`src/rtl/user_uart_pkg.sv`:
```
// Shared constants and FSM state encoding for the user-area UART transmitter.
// Imported by user_uart_tx; the parity state is only reachable under UART_TX_PARITY_EN.
package user_uart_pkg;

  localparam int UART_DATA_BITS = 8;
  localparam int UART_MIN_DIV   = 2;

  typedef enum logic [2:0] {
    ST_IDLE   = 3'd0,
    ST_START  = 3'd1,
    ST_DATA   = 3'd2,
    ST_PARITY = 3'd3,
    ST_STOP   = 3'd4
  } uart_state_e;

endpackage

```
`src/rtl/user_uart_fifo.sv`:
```
// Synchronous FIFO with a head-of-queue read port and an occupancy count.
// The count is one bit wider than the pointers so that full and empty stay distinct.
module user_uart_fifo #(
  parameter int DEPTH = 8,
  parameter int WIDTH = 8
) (
  input  logic                     clock,
  input  logic                     resetb,
  input  logic                     push_i,
  input  logic [WIDTH-1:0]         wdata_i,
  input  logic                     pop_i,
  output logic [WIDTH-1:0]         rdata_o,
  output logic [$clog2(DEPTH):0]   level_o,
  output logic                     full_o,
  output logic                     empty_o
);

  localparam int AW = $clog2(DEPTH);

  logic [WIDTH-1:0] mem_q [DEPTH];
  logic [AW-1:0]    wrPtr_q;
  logic [AW-1:0]    rdPtr_q;
  logic [AW:0]      count_q;
  logic             doPush;
  logic             doPop;

  assign full_o  = (count_q == (AW+1)'(DEPTH));
  assign empty_o = (count_q == '0);
  assign doPush  = push_i && !full_o;
  assign doPop   = pop_i && !empty_o;
  assign rdata_o = mem_q[rdPtr_q];
  assign level_o = count_q;

  // Pointers wrap naturally because DEPTH is a power of two.
  always_ff @(posedge clock or negedge resetb) begin
    if (!resetb) begin
      wrPtr_q <= '0;
      rdPtr_q <= '0;
      count_q <= '0;
    end else begin
      if (doPush) wrPtr_q <= wrPtr_q + AW'(1);
      if (doPop)  rdPtr_q <= rdPtr_q + AW'(1);
      case ({doPush, doPop})
        2'b10:   count_q <= count_q + (AW+1)'(1);
        2'b01:   count_q <= count_q - (AW+1)'(1);
        default: count_q <= count_q;
      endcase
    end
  end

  always_ff @(posedge clock) begin
    if (doPush) mem_q[wrPtr_q] <= wdata_i;
  end

endmodule

```
`src/rtl/user_uart_tx.sv`:
```
// Buffered UART transmitter: FIFO-fed, LSB-first, runtime bit period, registered tx.
// Define UART_TX_PARITY_EN to insert an even-parity bit (8E1); otherwise frames are 8N1.
module user_uart_tx
  import user_uart_pkg::*;
#(
  parameter int DEPTH = 8,
  parameter int DIV_W = 16
) (
  input  logic                   clock,
  input  logic                   resetb,
  input  logic                   enable,
  input  logic [DIV_W-1:0]       clk_div,
  input  logic                   wr_valid,
  input  logic [7:0]             wr_data,
  output logic                   wr_ready,
  output logic                   tx,
  output logic                   busy,
  output logic [$clog2(DEPTH):0] level
);

  uart_state_e      state_q, state_d;
  logic [DIV_W-1:0] timer_q, timer_d;
  logic [DIV_W-1:0] period_q, period_d;
  logic [7:0]       shift_q, shift_d;
  logic [2:0]       bitCnt_q, bitCnt_d;
  logic             tx_q, tx_d;
`ifdef UART_TX_PARITY_EN
  logic             parity_q, parity_d;
`endif

  logic             fifoFull, fifoEmpty, pop, push, bitEnd;
  logic [7:0]       fifoRdata;
  logic [DIV_W-1:0] effDiv;

  assign push     = wr_valid && wr_ready;
  assign wr_ready = !fifoFull;
  assign effDiv   = (clk_div < DIV_W'(UART_MIN_DIV)) ? DIV_W'(UART_MIN_DIV) : clk_div;
  assign bitEnd   = (timer_q == DIV_W'(1));
  assign tx       = tx_q;
  assign busy     = (state_q != ST_IDLE) || (level != '0);

  user_uart_fifo #(.DEPTH(DEPTH), .WIDTH(8)) u_fifo (
    .clock   (clock),
    .resetb  (resetb),
    .push_i  (push),
    .wdata_i (wr_data),
    .pop_i   (pop),
    .rdata_o (fifoRdata),
    .level_o (level),
    .full_o  (fifoFull),
    .empty_o (fifoEmpty)
  );

  // A pop from IDLE or at the end of STOP both start a frame, so the frame load is shared.
  always_comb begin
    state_d  = state_q;
    timer_d  = timer_q;
    period_d = period_q;
    shift_d  = shift_q;
    bitCnt_d = bitCnt_q;
`ifdef UART_TX_PARITY_EN
    parity_d = parity_q;
`endif
    pop      = 1'b0;
    tx_d     = 1'b1;

    case (state_q)
      ST_IDLE: begin
        if (enable && !fifoEmpty) pop = 1'b1;
      end
      ST_START: begin
        if (bitEnd) begin
          state_d = ST_DATA;
          timer_d = period_q;
        end else begin
          timer_d = timer_q - DIV_W'(1);
        end
      end
      ST_DATA: begin
        if (bitEnd) begin
          timer_d = period_q;
          if (bitCnt_q == 3'(UART_DATA_BITS - 1)) begin
`ifdef UART_TX_PARITY_EN
            state_d = ST_PARITY;
`else
            state_d = ST_STOP;
`endif
          end else begin
            bitCnt_d = bitCnt_q + 3'd1;
            shift_d  = shift_q >> 1;
          end
        end else begin
          timer_d = timer_q - DIV_W'(1);
        end
      end
`ifdef UART_TX_PARITY_EN
      ST_PARITY: begin
        if (bitEnd) begin
          state_d = ST_STOP;
          timer_d = period_q;
        end else begin
          timer_d = timer_q - DIV_W'(1);
        end
      end
`endif
      ST_STOP: begin
        if (bitEnd) begin
          if (enable && !fifoEmpty) pop = 1'b1;
          else                      state_d = ST_IDLE;
        end else begin
          timer_d = timer_q - DIV_W'(1);
        end
      end
      default: state_d = ST_IDLE;
    endcase

    if (pop) begin
      state_d  = ST_START;
      shift_d  = fifoRdata;
      period_d = effDiv;
      timer_d  = effDiv;
      bitCnt_d = '0;
`ifdef UART_TX_PARITY_EN
      parity_d = ^fifoRdata;
`endif
    end

    // tx is derived from the next state so the pad register changes on the same edge.
    case (state_d)
      ST_START: tx_d = 1'b0;
      ST_DATA:  tx_d = shift_d[0];
`ifdef UART_TX_PARITY_EN
      ST_PARITY: tx_d = parity_d;
`endif
      default:  tx_d = 1'b1;
    endcase
  end

  always_ff @(posedge clock or negedge resetb) begin
    if (!resetb) begin
      state_q  <= ST_IDLE;
      timer_q  <= DIV_W'(UART_MIN_DIV);
      period_q <= DIV_W'(UART_MIN_DIV);
      shift_q  <= '0;
      bitCnt_q <= '0;
      tx_q     <= 1'b1;
`ifdef UART_TX_PARITY_EN
      parity_q <= 1'b0;
`endif
    end else begin
      state_q  <= state_d;
      timer_q  <= timer_d;
      period_q <= period_d;
      shift_q  <= shift_d;
      bitCnt_q <= bitCnt_d;
      tx_q     <= tx_d;
`ifdef UART_TX_PARITY_EN
      parity_q <= parity_d;
`endif
    end
  end

endmodule

```
`config.mk`:
```
export PLATFORM = sky130hd
export DESIGN_NAME = user_uart_tx
export DESIGN_NICKNAME = d
export VERILOG_FILES = /design/src/rtl/user_uart_pkg.sv /design/src/rtl/user_uart_fifo.sv /design/src/rtl/user_uart_tx.sv
export SDC_FILE = /design/constraint.sdc
export NUM_CORES = 1
export LEC_CHECK = 0
export CORE_ASPECT_RATIO = 0.9
export CORE_UTILIZATION = 30
export DETAILED_ROUTE_END_ITERATION = 6
export GPL_ROUTABILITY_DRIVEN = 0
export PLACE_DENSITY = 0.54
export SLEW_MARGIN = 5
export SYNTH_ARGS = -nofsm -noshare
export SYNTH_HDL_FRONTEND = slang
export SYNTH_SLANG_ARGS = --single-unit
```
`constraint.sdc`:
```
create_clock -name clock -period 8.2 [get_ports clock]
set_input_delay 1.64 -clock clock [delete_from_list [all_inputs] [get_ports clock]]
set_output_delay 1.64 -clock clock [all_outputs]
set_load 0.03 [all_outputs]
```
==> metrics.md, run 1 <==
| Metric | Value |
|---|---|
| Status | `complete, no violations` |
| Total congestion overflow | `0` |
| Power Density | `355.1 mW/mm^2` |
| Gr usage total | `13.68%` |
| Sw power | `around 840 uW` |
| Width of the chip | `roughly 150 um` |
| DP Worst Slack | `approximately 3.7 ns` |
| Layout Cells excl Fill | `747` |
| Reg clk slew, reported paths | `~0.06 ns` |
| WL/cell | `16.70 um` |
| Synthesized area | `between 0.005 and 0.006 sq mm` |
| Io pins | `35` |
| FILL cells | `about 1800` |
| Rows | `47` |
| Synth warnings | `0` |
| Routed vias/inst | `between 5 and 6` |
| Final setup fails | `0` |
| Final Hold Vio Count | `0` |
| # hold bufs at CTS | `0` |
| Cells after synthesis | `453` |
| Seq cells post-synth | `121` |
| Sum of negative setup slack | `0 ns` |
| Fin crit share | `about 49%` |
| CTS tree | `done` |
| Skew-Pair Late Insertion Delay | `approximately 0.42 ns` |
| DRC marker count from the first detailed-route iteration | `275` |
| First-pass GRT wire length | `about 20 mm` |
| Hold Path Class | `reg2reg` |
| Fmax | `approximately 250 MHz` |
| Max Buffers Root-to-Sink | `2` |
| Post-Syn Area per Cell | `approximately 12 sq um` |
| Post-DP HPWL | `a little under 8 mm` |
| RSZ-0062 raised after global routing | `no` |
| Util after Layout | `a little under two fifths` |
| Final ANT Viol Nets | `0` |
| Unique cell type count in the Yosys netlist | `55` |
| Max Cap Violations | `0` |
| Die Area | `slightly below 0.02 sq mm` |
| Worst Tran Pin Value | `roughly 1.1 ns` |
| Commonest non-fill, non-tap cell in the layout | `edfxtp_1` |
| Setup crit start kind | `input port` |
| P&R area growth vs syn | `20.97%` |
| Crit Path Category | `in2reg` |
| Initial antenna violation count | `0` |
| Num CTS Buffers | `17` |
| Clock root buffer | `clkbuf_16` |
| Largest net degree at the start of global routing | `58` |
| Core ar. | `around 0.018 sq mm` |
| Sequential share of the synthesized area | `between 50 and 60%` |
| Vias in the first global route | `~3800` |
| Clk pwr share | `between 30 and 40%` |
| CP Data Required Time | `approximately 8.5 ns` |
| Crit-path most repeated cell | `xor2_1` |
| Cell chain of the critical path | `clkdlybuf4s50_1 > and3_1 > o21ai_2 > buf_4 > inv_2 > ha_1 > xor2_1 > ha_1 > a21oi_1 > xor2_1 > nor2_1 > xor2_1` |
| Share of layout cells above drive strength 1 | `about 15%` |
| Net Count, Synth | `just under 500` |
| DR vias | `~3800` |
| Slowest-stage cell, CP | `buf_4` |
| Max VDD drop | `between 150 and 200 uV` |
| Logic gate share of total power | `27.6%` |
| WP data arrival | `between 4 and 5 ns` |
| Pins over their slew limit | `0` |
| DRT Pass-1 Iters | `5` |
| Initial core utilization | `between 30% and 40%` |
| Final clock skew | `around 0.010 ns` |
| CTS Sinks | `around 120` |
| # resized after CTS | `0` |
| Leak pwr | `~0.0026 uW` |
| Remaining DRCs | `0` |
| H-tree levels | `4` |
| Synth async-reset ratio | `47.11%` |
| DP Cell Count | `715` |
| DIE HEIGHT | `132.2 um` |
| Delay of the slowest cell on the worst path | `about 0.42 ns` |
| Final Worst Setup Slack | `approximately 4.2 ns` |
| Most frequent cells in the layout | `64 x edfxtp_1, 57 x nand2_1, 54 x dfrtp_1` |
| Sw Ratio | `34.67%` |
| Seq pwr share | `41.8%` |
| Post-synth EDFFs | `64` |
| Setup Buffers After CTS | `0` |
| Top FF cell, synth | `edfxtp_1` |
| Total chip power | `2427 uW` |
| Crit-path max FO | `43` |
| Nets | `526` |
| # diodes | `0` |
| Min Tclk post-route | `4.039 ns` |
| Critical Path Sink Type | `register` |
| Port bufs | `34` |
| Worst relative slew slack | `a little over a quarter` |
| Routed Wire Length | `about 12 mm` |
| Power Internal | `around 1600 uW` |
power by group through the flow:
stage          Combinational, uW  Sequential (uW)  Clock, uW
2_1_floorplan                532              958          0
3_3_place_gp                 660             1010          0
3_5_place_dp                 677             1020          0
4_1_cts                      680             1010        759
5_1_grt                      749             1040        781
6_report                     669             1020        743
registers in the layout (all words and copies together) (netlist names):
| register | count |
|---|---|
| u_fifo.mem_q | 64 |
| period_q | 16 |
| timer_q | 16 |
| shift_q | 8 |
| u_fifo.level_o | 4 |
| bitCnt_q | 3 |
| state_q | 3 |
| u_fifo.rdPtr_q | 3 |
| u_fifo.wrPtr_q | 3 |
| tx | 1 |
cells by family (layout without fill, tap and decap cells):
group	Yosys count	after routing	synth area share, %
simple gates	162	162	14.70
compound gates	81	81	9.500
buf+inv	33	82	2.945
mux	29	29	8.747
fa+ha+maj	9	9	1.993
xor+xnor	18	18	2.790
flops	121	121	59.32
per-stage QoR:
stage               hold slack, ns  instance area, sq um
floorplan                   0.4392                  5650
global placement            0.4560                  6237
detailed placement          0.4615                  6237
CTS                         0.4748                  6835
global route                0.4999                  6835
finish                      0.4744                  6835
Yosys cell counts, types with 5 or more instances:
| master | n | area share [%] |
|---|---|---|
| ha_1 | 9 | 2.0 |
| nor4_1 | 8 | 0.89 |
| mux2i_1 | 10 | 1.8 |
| clkbuf_1 | 9 | 0.60 |
| buf_2 | 10 | 0.89 |
| dfrtp_1 | 54 | 24 |
| nand3_1 | 11 | 0.97 |
| xnor2_1 | 10 | 1.5 |
| nor2b_1 | 7 | 0.77 |
| nand4_1 | 9 | 1.0 |
| or3_1 | 5 | 0.55 |
| a21o_1 | 5 | 0.66 |
| nor3_1 | 17 | 1.5 |
| o21ai_0 | 8 | 0.71 |
| inv_1 | 7 | 0.47 |
| a211o_1 | 5 | 0.77 |
| mux4_2 | 16 | 6.4 |
| a21oi_1 | 30 | 2.7 |
| nand2_1 | 57 | 3.8 |
| xor2_1 | 8 | 1.2 |
| edfxtp_1 | 64 | 34 |
| nor2_1 | 27 | 1.8 |
metal layers:
layer / GRT usage (%) / up-vias / wire, um
li1: - / 1776 / -
met1: 17.12 / 1913 / 5659
met2: 22.56 / 97 / 6068
met3: 3.495 / 13 / 608
met4: 5.440 / 0 / 139
met5: 0 / - / 0
final timing paths:
kind	cells past startpoint	slack (ns)	to	start
max	12	4.16	u_fifo.level_o[2]	enable
min	2	0.47	period_q[10]	period_q[10]
max reg2reg	13	4.52	u_fifo.level_o[2]	timer_q[0]
min reg2reg	2	0.47	period_q[10]	period_q[10]
max in group asynchronous	2	6.31	shift_q[4]	resetb
min in group asynchronous	2	1.39	period_q[0]	resetb
area by class of cell:
type	instances	area [sq um]	share of cell area, %
repair buffers	42	395.4	5.784
multi-input cells	299	2153	31.50
flip-flops and latches	121	3352	49.04
well taps	245	306.5	4.485
clock inverters	15	172.7	2.526
clock buffers	17	425.4	6.224
inverters	8	30.03	0.4393
worst max-delay path: cells and delay by family:
kind / cells / cell delay, ns
XOR/XNOR: 3 / 0.48
adder cells (fa/ha/maj): 2 / 0.55
AO/OA/AOI/OAI: 2 / 0.21
buffers and inverters: 3 / 1.18
AND/OR/NAND/NOR: 2 / 0.27
(Power assumes the default switching activity.)
==> run 2, diff against run 1 <==
==> constraint.sdc (replaced) <==
create_clock -name clock -period 3.8 [get_ports clock]
set_input_delay 0.76 -clock clock [delete_from_list [all_inputs] [get_ports clock]]
set_output_delay 0.76 -clock clock [all_outputs]
set_load 0.03 [all_outputs]
==> metrics.md, run 2 (same netlist as run 1, synthesis figures left out) <==
| Metric | Value |
|---|---|
| Fin crit share | `between 70% and 80%` |
| Hold Crit Start | `period_q[7]` |
| Num CTS Buffers | `17` |
| Layout Cells excl Fill | `about 750` |
| Biggest register | `u_fifo.mem_q` |
| Cell chain of the critical path | `or4_1 > nand3b_1 > clkdlybuf4s50_1` |
| Crit-path max FO | `7` |
| Routed Wire Length | `about 13 mm` |
| Multi-input logic area | `roughly 0.0021 sq mm` |
| RSZ-0062 raised after global routing | `no` |
| Max FFs per register | `64` |
| # resized after CTS | `0` |
| Remaining DRCs | `0` |
| Initial core utilization | `a little under a third` |
| Largest registers | `u_fifo.mem_q (64), period_q (16), timer_q (16)` |
| Final Hold Vio Count | `0` |
| Total congestion overflow | `0` |
| Met1 Resource Use GR | `between 10% and 20%` |
| DRC marker count from the first detailed-route iteration | `308` |
| First-pass GRT wire length | `approximately 21 mm` |
| WP data arrival | `between 2 and 2.5 ns` |
| DRT Pass-1 Iters | `5` |
| Max Cap Violations | `0` |
| Busiest grt layer | `met2` |
| Share of layout cells above drive strength 1 | `approximately 16%` |
| FILL cells | `around 1800` |
| DP Cell Count | `around 720` |
| Clock root buffer | `clkbuf_16` |
| Worst Tran Pin Value | `0.9438 ns` |
| Total chip power | `around 5400 uW` |
| DP Area | `around 0.0063 sq mm` |
| Nets | `around 530` |
| Sum of negative setup slack | `0 ns` |
| Setup crit start kind | `register` |
| Min Tclk post-route | `between 2 and 3 ns` |
| Skew-Pair Late Insertion Delay | `approximately 0.42 ns` |
| Met2 GRT Util | `22.70%` |
| Reg clk slew, reported paths | `0.06 ns` |
| Status | `complete, no violations` |
| Leak pwr | `around 0.0026 uW` |
| Crit Path Category | `reg2out` |
| Core ar. | `approximately 0.018 sq mm` |
| Setup Buffers After CTS | `0` |
| Width of the chip | `between 100 and 150 um` |
| CTS Sinks | `121` |
| Io pins | `35` |
| WL/cell | `around 17 um` |
| Hold Crit Depth | `2` |
| Final ANT Viol Nets | `0` |
| Critical Path Sink Type | `primary output` |
| Delay of the slowest cell on the worst path | `~0.60 ns` |
| DR vias | `3805` |
| Hold Path Class | `reg2reg` |
| Gr usage total | `14.18%` |
| Final setup fails | `0` |
| Largest net degree at the start of global routing | `43` |
| P&R area growth vs syn | `22.17%` |
| # hold bufs at CTS | `0` |
| Vias in the first global route | `approximately 4000` |
| Max Buffers Root-to-Sink | `2` |
| Post-DP HPWL | `around 8.2 mm` |
| Initial antenna violation count | `0` |
| CTS tree | `done` |
| # diodes | `0` |
| Worst relative slew slack | `approximately 37%` |
| WHS Endpoint | `period_q[7]` |
| R2R Path Start | `timer_q[0]` |
| FF-to-FF setup slack | `between 0.8 and 0.9 ns` |
| Max VDD drop | `349.4 uV` |
| Port bufs | `34` |
| Die Area | `0.01939 sq mm` |
| Most frequent cells in the layout | `64 x edfxtp_1, 57 x nand2_1, 54 x dfrtp_1` |
| FF-to-FF path depth | `12` |
| Power Density | `777.8 mW/mm^2` |
| Final Cell Area | `0.006903 sq mm` |
| H-tree levels | `4` |
| Commonest non-fill, non-tap cell in the layout | `edfxtp_1` |
| Routed vias/inst | `5.046` |
| Pins over their slew limit | `0` |
| Fmax | `333.5 MHz` |
| Reg-to-Reg End | `u_fifo.level_o[2]` |
| Final clock skew | `around 0.0066 ns` |
| Rows | `47` |
| CP Data Required Time | `3.04 ns` |
| Reg area | `between 0.003 and 0.004 sq mm` |
| Worst Hold Margin | `roughly 0.47 ns` |
| DIE HEIGHT | `approximately 130 um` |
| M3 GR Usage | `under 10%` |
| Slowest-stage cell, CP | `or4_1` |
[run 2: cell types whose count changed in the layout (fill, tap and decap cells not counted), moves of 2 or more]
cell | before | now
clkinvlp_4 | 2 | 0
buf_4 | 8 | 15
bufinv_16 | 1 | 3
nor3b_1 | 1 | 3
nor3b_2 | 2 | 0
[run 2: final cells by class]
class / instances / area share (%)
Sequential cell: 121 / 48.56
Clock buffer: 17 / 6.163
Clock inverter: 15 / 2.936
Tap cell: 245 / 4.441
Multi-Input combinational cell: 299 / 30.98
Timing Repair Buffer: 49 / 6.489
Inverter: 8 / 0.4350
[run 2: worst max-delay path: cells and delay by family, from the launching register on]
| kind | cells | cell delay, ns |
|---|---|---|
| simple gates | 2 | 0.78 |
| buf+inv | 1 | 0.60 |
| flops | 1 | 0.44 |
[run 2: metal layers]
layer,up-vias,wire [um]
li1,1787,-
met1,1905,5840
met2,98,6147
met3,15,673
met4,0,127
met5,-,0
[run 2: worst max path at each step]
stage                       from                 to  slack [ns]
2_1_floorplan         timer_q[1]  u_fifo.level_o[2]        0.53
3_3_place_gp          timer_q[0]  u_fifo.level_o[2]        0.99
3_5_place_dp          timer_q[0]  u_fifo.level_o[2]        0.89
4_1_cts        u_fifo.level_o[2]               busy        0.77
5_1_grt               timer_q[0]  u_fifo.level_o[2]        0.65
6_report       u_fifo.level_o[2]               busy        0.80
[run 2: stage by stage]
| step | worst slack [ns] | util [%] |
|---|---|---|
| finish | 0.8012 | 37.50 |
| CTS | 0.7678 | 37.50 |
| floorplan | 0.5345 | - |
| global placement | 0.9881 | 34.09 |
| global route | 0.6451 | 37.50 |
| detailed placement | 0.8869 | 34.09 |
[run 2: power breakdown]
group | total (uW) | leakage [uW] | switching, uW | internal, uW
clock network | 1720 | 0.000310 | 659 | 1060
logic | 1460 | 0.00103 | 743 | 721
registers | 2180 | 0.00127 | 408 | 1780
total | 5370 | 0.00261 | 1810 | 3560
